===== src/rtl/i2c_xfer_seq.sv =====
// Transaction sequencer in front of i2c_ctrl: takes one address/length command,
// streams write bytes in or read bytes out, and reports NAK/timeout status with done.
module i2c_xfer_seq #(
  parameter int LEN_W   = 8,
  parameter int TIMEOUT = 4096
) (
  input  logic             clk,
  input  logic             rst,
  input  logic             cmd_valid,
  output logic             cmd_ready,
  input  logic [7:0]       cmd_addr,
  input  logic [LEN_W-1:0] cmd_len,
  input  logic             wr_valid,
  output logic             wr_ready,
  input  logic [7:0]       wr_data,
  output logic             rd_valid,
  output logic [7:0]       rd_data,
  output logic             done,
  output logic             err_addr_nak,
  output logic             err_data_nak,
  output logic             err_timeout,
  output logic [LEN_W-1:0] xfer_count,
  output logic             ctrl_feed,
  output logic [7:0]       ctrl_addr,
  output logic [7:0]       ctrl_tx_data,
  output logic             ctrl_rx_ack,
  input  logic             ctrl_busy,
  input  logic             ctrl_idle,
  input  logic             ctrl_tx_ack,
  input  logic [7:0]       ctrl_rx_data
);

  localparam int TMR_W = $clog2(TIMEOUT + 1);

  typedef enum logic [3:0] {
    S_IDLE, S_START, S_ADDR_BUSY, S_ADDR_DONE, S_SETUP,
    S_BYTE_BUSY, S_BYTE_DONE, S_STOP, S_DONE
  } state_t;

  state_t           state, state_nx;
  logic [7:0]       addr_q;
  logic [LEN_W-1:0] remaining;
  logic [TMR_W-1:0] timer;
  logic             tmo_hit;
  logic             is_rd;

  assign is_rd = addr_q[0];

  // States that wait on the controller and are therefore bounded by the timer.
  function automatic logic is_timed(input state_t s);
    return s inside {S_START, S_ADDR_BUSY, S_ADDR_DONE, S_BYTE_BUSY, S_BYTE_DONE, S_STOP};
  endfunction

  always_ff @(posedge clk or posedge rst) begin
    if (rst) state <= S_IDLE;
    else     state <= state_nx;
  end

  always_comb begin
    state_nx = state;
    tmo_hit  = 1'b0;
    case (state)
      S_IDLE:      if (cmd_valid) state_nx = S_START;
      S_START:     if (!ctrl_busy) state_nx = S_ADDR_BUSY;
      S_ADDR_BUSY: if (ctrl_busy) state_nx = S_ADDR_DONE;
      S_ADDR_DONE: if (!ctrl_busy)
                     state_nx = (ctrl_tx_ack || remaining == '0) ? S_STOP : S_SETUP;
      S_SETUP:     if (is_rd || wr_valid) state_nx = S_BYTE_BUSY;
      S_BYTE_BUSY: if (ctrl_busy) state_nx = S_BYTE_DONE;
      S_BYTE_DONE: if (!ctrl_busy)
                     state_nx = ((!is_rd && ctrl_tx_ack) || remaining == LEN_W'(1)) ? S_STOP : S_SETUP;
      S_STOP:      if (ctrl_idle) state_nx = S_DONE;
      S_DONE:      state_nx = S_IDLE;
      default:     state_nx = S_IDLE;
    endcase
    // A normal exit in the same cycle wins over the timeout.
    if (state_nx == state && is_timed(state) && timer == TMR_W'(TIMEOUT - 1)) begin
      tmo_hit  = 1'b1;
      state_nx = (state == S_STOP) ? S_DONE : S_STOP;
    end
  end

  always_ff @(posedge clk or posedge rst) begin
    if (rst)                    timer <= '0;
    else if (state_nx != state) timer <= '0;
    else if (is_timed(state))   timer <= timer + 1'b1;
  end

  always_ff @(posedge clk or posedge rst) begin
    if (rst) begin
      cmd_ready    <= 1'b1;
      wr_ready     <= 1'b0;
      rd_valid     <= 1'b0;
      rd_data      <= 8'h00;
      done         <= 1'b0;
      err_addr_nak <= 1'b0;
      err_data_nak <= 1'b0;
      err_timeout  <= 1'b0;
      xfer_count   <= '0;
      ctrl_feed    <= 1'b1;
      ctrl_addr    <= 8'hFF;
      ctrl_tx_data <= 8'hFF;
      ctrl_rx_ack  <= 1'b1;
      addr_q       <= 8'h00;
      remaining    <= '0;
    end else begin
      cmd_ready <= (state_nx == S_IDLE);
      ctrl_feed <= (state_nx inside {S_IDLE, S_STOP, S_DONE});
      done      <= (state_nx == S_DONE);
      wr_ready  <= 1'b0;
      rd_valid  <= 1'b0;
      if (tmo_hit) err_timeout <= 1'b1;
      if (state_nx == S_STOP) ctrl_rx_ack <= 1'b1;
      case (state)
        S_IDLE: if (cmd_valid) begin
          addr_q       <= cmd_addr;
          remaining    <= cmd_len;
          err_addr_nak <= 1'b0;
          err_data_nak <= 1'b0;
          err_timeout  <= 1'b0;
          xfer_count   <= '0;
        end
        S_START:     if (!ctrl_busy) ctrl_addr <= addr_q;
        S_ADDR_DONE: if (!ctrl_busy && ctrl_tx_ack) err_addr_nak <= 1'b1;
        S_SETUP: begin
          if (is_rd) begin
            ctrl_tx_data <= 8'hFF;
            ctrl_rx_ack  <= (remaining == LEN_W'(1));
          end else if (wr_valid) begin
            ctrl_tx_data <= wr_data;
            wr_ready     <= 1'b1;
          end
        end
        S_BYTE_DONE: if (!ctrl_busy) begin
          if (!is_rd && ctrl_tx_ack) begin
            err_data_nak <= 1'b1;
          end else begin
            xfer_count <= xfer_count + 1'b1;
            remaining  <= remaining - 1'b1;
            if (is_rd) begin
              rd_data  <= ctrl_rx_data;
              rd_valid <= 1'b1;
            end
          end
        end
        default: ;
      endcase
    end
  end

endmodule


===== config.mk =====
export PLATFORM = sky130hd
export DESIGN_NAME = i2c_xfer_seq
export DESIGN_NICKNAME = d
export VERILOG_FILES = /design/src/rtl/i2c_xfer_seq.sv
export SDC_FILE = /design/constraint.sdc
export NUM_CORES = 1
export LEC_CHECK = 0
export CAP_MARGIN = 0
export CORE_MARGIN = 1.5
export CORE_UTILIZATION = 30
export CTS_CLUSTER_SIZE = 12
export DETAILED_ROUTE_END_ITERATION = 8
export PLACE_DENSITY = 0.64
export SYNTH_ARGS = -nofsm -noshare
export SYNTH_HDL_FRONTEND = slang
export SYNTH_SLANG_ARGS = --single-unit

===== constraint.sdc =====
create_clock -name clk -period 5.2 [get_ports clk]
set_input_delay 0.52 -clock clk [delete_from_list [all_inputs] [get_ports clk]]
set_output_delay 0.52 -clock clk [all_outputs]
set_load 0.005 [all_outputs]

Word level (Yosys, flattened, before mapping)
Cells that the tools add are included.
- $add $sub $neg: 3
- eq/ne operators: 18
- multiplexer cells: 45
- bitwise operators: 2
- reduce and logical (&&, ||, !) cells: 25
- operators with widths (kind ; count):
    2-to-1 mux 8 bit ; 8
    2-to-1 mux 4 bit ; 10
    case mux 4 bit (8 select lines) ; 1
    case mux 8 bit (2 select lines) ; 2
    2-to-1 mux 13 bit ; 2
    == test 4 x 3 -> 1 bit, second input constant ; 5
    2-to-1 mux 1 bit ; 18
    adder 13 x 1 -> 13 bit, second input constant ; 1
    == test 13 x 12 -> 1 bit, second input constant ; 1
    AND reduction 4 bit ; 3
    adder 8 x 1 -> 8 bit, second input constant ; 1
    == test 4 x 2 -> 1 bit, second input constant ; 2
    == test 8 x 1 -> 1 bit, second input constant ; 1
    logical NOT 4 bit ; 2
    logical NOT 8 bit ; 1
    inequality test 2 bit, second input constant ; 4
    nonzero test 2 bit ; 4
    subtractor 8 x 1 -> 8 bit, second input constant ; 1
    AND reduction 2 bit ; 3
    nonzero test 6 bit ; 1
    == test 4 x 1 -> 1 bit, second input constant ; 1
    == test 4 bit ; 1
    == test 4 bit, second input constant ; 1
    logical AND 1 bit ; 4
    other kinds (9) ; 15
- register bits after elaboration: 74
- input bits: 39
- output and inout port bits: 41
- word-level logic and storage cells: 110

Depth between registers and ports, before layout
- depth in word-level cells: 14
- gate-level depth with buffers: 10
- mapped depth without buffers: 9

Worst setup path before layout
OpenSTA, ideal clock, no wires.
- path type: reg2reg
- start point: reg timer[0]
- end point: reg timer[8]
- data arrival time: 2.642 ns
- setup slack: 2.464 ns
- cell stages (with the launch flop): 10
- clock period less this slack: 2.736 ns
- cell sequence: dfrtp_1 -> ha_1 -> nand3_1 -> or4_4 -> or4_4 -> nor4_4 -> o22ai_2 -> mux2_4 -> buf_6 -> nor4b_4
- longest elaborated chain between the ends: 5
- elaborated cells on any way between the ends: 8
- classes of those cells: 1 x add/sub; 2 x eq/ne; 3 x mux; 2 x reduce/logical
- ends and longest elaborated chain (element ; line ; source):
    start: declaration ; 43 ; logic [TMR_W-1:0] timer;
    start signal: assignment ; 86 ; else if (is_timed(state)) timer <= timer + 1'b1;
    parallel branches: the longest is 5 deep, another holds adder 13 x 1 -> 13 bit ; -- ;
Parallel ways; which one is timed is not known. The select of a mux whose other input is x is not followed.
A chain may end at the register's enable or synchronous reset.

Worst setup path in the final report
- start point: reg state[1]
- end point: reg timer[11]
- longest elaborated chain between the ends: 8
- elaborated cells on any way between the ends: 26
- classes of those cells: 9 x eq/ne; 12 x mux; 5 x reduce/logical
- ends and longest elaborated chain (element ; line ; source):
    start: declaration ; 40 ; state_t state, state_nx;
    start signal: assignment ; 56 ; else state <= state_nx;
    == test 4 x 3 -> 1 bit, or another cell as far along ; 51, 62, 79 ;
    case mux 4 bit (8 select lines) ; 62 ; case (state)
    == test 4 bit ; 77 ; if (state_nx == state && is_timed(state) && timer == TMR_W'(TIMEOUT - 1)) begin
    logical AND 1 bit (2 in a row) ; 77 ;
    2-to-1 mux 4 bit ; 77 ;
    inequality test 4 bit ; 85 ; else if (state_nx != state) timer <= '0;
    2-to-1 mux 13 bit / nonzero test 2 bit (equally long branches) ; -- ;
Several ways; a longest one is shown, not always the timed one.

==> reports/summary.txt <==
CTS root buf - clkbuf_16
Final ANT Viol Nets - 0
total track usage - 0.147
syn nets - 445
r2r endpoint - timer[11]
average wire per standard cell - 14.4 µm
Final Hold Violating Endpoints - 0
PortBufs - 79
crit share post-route - 0.683
number of diodes - 0
worst min-delay path endpoint - addr_q[7]
Worst Clk Skew - 0.00645 ns
die area - 13700 µm²
DR DRC count - 0
mean post-synth cell area - 9.72 µm²
Ys Warns - 0
number of max-cap violations - 0
FFs w/ async S/R, synth - 1.00
Pwr Density - 522 nW/µm²
final WL - 9420 µm
Post-CTS Resized - 0
worst hold margin - 0.472 ns
post-route core utilization - 0.410
pin count of the biggest net entering global routing - 51
critical path endpoint category - register
Final Setup Violations - 0
vias in the first global route - 3305
first-pass GRT wire length - 15800 µm
Clk Latency, worst-skew pair - 0.33 ns
Worst-path clk slew - 0.06 ns
initial antenna violation count - 0
r2r setup slk - 1.65 ns
sequential element share of the synthesized area - 0.481
Min-Delay Path Class - reg -> reg
final std cell area, no fill - 5190 µm²
Seq cells post-synth - 74
Pleak - 2.19 nW
commonest non-fill, non-tap cells in the layout - clkdlybuf4s50_1 (79), nand2_1 (74), dfrtp_1 (55)
most common cell after layout, fill and taps aside - clkdlybuf4s50_1
final non-filler cell total - 655
gpl congestion - 0.815
cts hold-fix bufs - 0
hpwl dp - 6650 µm
setup slack after layout - 1.65 ns
CP arrival - 3.77 ns
Worst R2R Start - state[1]
layout cells sized above 1 - 0.155
Overflow after GRT - 0
RSZ-0062 raised after global routing - false
placed cells - 639
Synth cell types - 57
Slew Limit Fails - 0
status - complete, no violations
critical path class - reg -> reg
setup bufs post-CTS - 0
Post-synth EDFFs - 0
FMAX - 281 MHz
Worst-Margin Slew - 1.03 ns
routed vias - 3216
Slew Limit Headroom - 0.310
H-tree levels - 3
core box area - 12700 µm²
setup tns final - 0 ns
Startpoint Class - register
largest fanout on the critical path - 22
overall power - 2.71 mW
Placed Area - 4880 µm²
hold depth - 2
FILL cells - 1253
Die Wd - 117 µm
Hold Path Origin - addr_q[7]
Pre-antenna DRT Iters - 4
Synth Flop Type - dfrtp_1
CTS Buf Count - 9
clk sink count - 74
TritonCTS clock tree - yes
I/O Pins - 80
Cell Area, Synth - 3900 µm²
Critical Path RT - 5.41 ns
area growth from synthesis to layout - 33.3%
Max VDD drop - 0.231 mV
Final min period - 3.55 ns
via density per instance - 4.91
Die Ht - 117 µm
worst slack, placed - 1.64 ns
R2R cell count - 6
Row Count - 41
Gate Count Post-Synth - 401
Starting Density - 0.308
Critical Path Start - state[1]
Initial DRC Count - 139
Layout Nets - 522
Max Root-Sink Buffers - 2
[metal layers]
| layer | GRT usage | vias up | share of wire |
|---|---|---|---|
| li1 | - | 1579 | - |
| met1 | 0.184 | 1561 | 0.44 |
| met2 | 0.246 | 67 | 0.49 |
| met3 | 0.0443 | 9 | 0.057 |
| met4 | 0.0450 | 0 | 0.011 |
| met5 | 0 | - | 0 |
[cells by family after synthesis]
group / Yosys count / share of synthesized area
multiplexers: 14 / 0.0401
buffers and inverters: 31 / 0.0337
adder cells (fa/ha/maj): 5 / 0.0161
flip-flops: 74 / 0.481
AND/OR/NAND/NOR: 187 / 0.267
XOR/XNOR: 13 / 0.0292
AO/OA/AOI/OAI: 77 / 0.132
[sequential cells by signal, summed over array words and instances (netlist names)]
signal        flops
err_timeout       1
addr_q            8
ctrl_feed         1
ctrl_rx_ack       1
ctrl_tx_data      8
cmd_ready         1
ctrl_addr         8
rd_data           8
wr_ready          1
rd_valid          1
err_addr_nak      1
remaining         8
xfer_count        8
timer            13
state             4
err_data_nak      1
done              1
[worst max-delay path: stages (launching register included)]
cell and delay [ns]:
dfrtp_1 0.78, nand3b_1 0.60, o32ai_2 0.52, a211oi_1 0.20, o22ai_2 0.53, mux2_4 0.46, nor4b_1 0.34
[worst max path at each step]
stage | end | slack [ns] | cells past startpoint
global route | timer[9] | 1.28 | 6
detailed placement | timer[11] | 1.64 | 6
floorplan | timer[8] | 2.46 | 9
CTS | timer[11] | 1.66 | 6
finish | timer[11] | 1.65 | 6
global placement | timer[9] | 1.86 | 8
[layout make-up]
type | instances | area (µm²) | area share
Multi-Input combinational cell | 296 | 1900 | 0.366
Sequential cell | 74 | 1880 | 0.361
Timing Repair Buffer | 86 | 843 | 0.162
Clock buffer | 12 | 268 | 0.0516
Tap cell | 172 | 215 | 0.0414
Clock inverter | 4 | 48.8 | 0.00940
Inverter | 11 | 41.3 | 0.00795
[synthesized netlist by cell type (2+ instances only)]
| library cell | count | area share |
|---|---|---|
| a211oi_1 | 4 | 0.0077 |
| a21oi_1 | 23 | 0.030 |
| a22oi_1 | 2 | 0.0039 |
| a31oi_1 | 2 | 0.0032 |
| a32oi_1 | 2 | 0.0045 |
| and3_1 | 4 | 0.0064 |
| buf_1 | 2 | 0.0019 |
| buf_4 | 2 | 0.0039 |
| clkbuf_1 | 15 | 0.014 |
| dfrtp_1 | 55 | 0.35 |
| dfstp_2 | 19 | 0.13 |
| ha_1 | 5 | 0.016 |
| inv_1 | 10 | 0.0096 |
| mux2_2 | 9 | 0.026 |
| mux2i_1 | 4 | 0.010 |
| nand2_1 | 74 | 0.071 |
| nand2b_1 | 3 | 0.0048 |
| nand3_1 | 13 | 0.017 |
| nand4_1 | 3 | 0.0048 |
| nor2_1 | 34 | 0.033 |
| nor2b_1 | 4 | 0.0064 |
| nor3_1 | 12 | 0.015 |
| nor4_1 | 4 | 0.0064 |
| nor4_4 | 2 | 0.011 |
| nor4b_1 | 5 | 0.011 |
| nor4b_2 | 9 | 0.035 |
| nor4bb_1 | 2 | 0.0051 |
| o211a_1 | 2 | 0.0051 |
| o211ai_1 | 3 | 0.0058 |
| o21a_1 | 2 | 0.0039 |
| o21ai_0 | 18 | 0.023 |
| o22a_1 | 10 | 0.022 |
| or2_2 | 3 | 0.0048 |
| or3_1 | 5 | 0.0080 |
| or4_4 | 2 | 0.0058 |
| xnor2_1 | 3 | 0.0067 |
| xor2_1 | 10 | 0.022 |
[power breakdown]
group | internal [mW] | switching (mW)
registers | 0.795 | 0.182
clock network | 0.413 | 0.239
logic | 0.514 | 0.566
No activity file was read; power rests on OpenSTA's default activity.
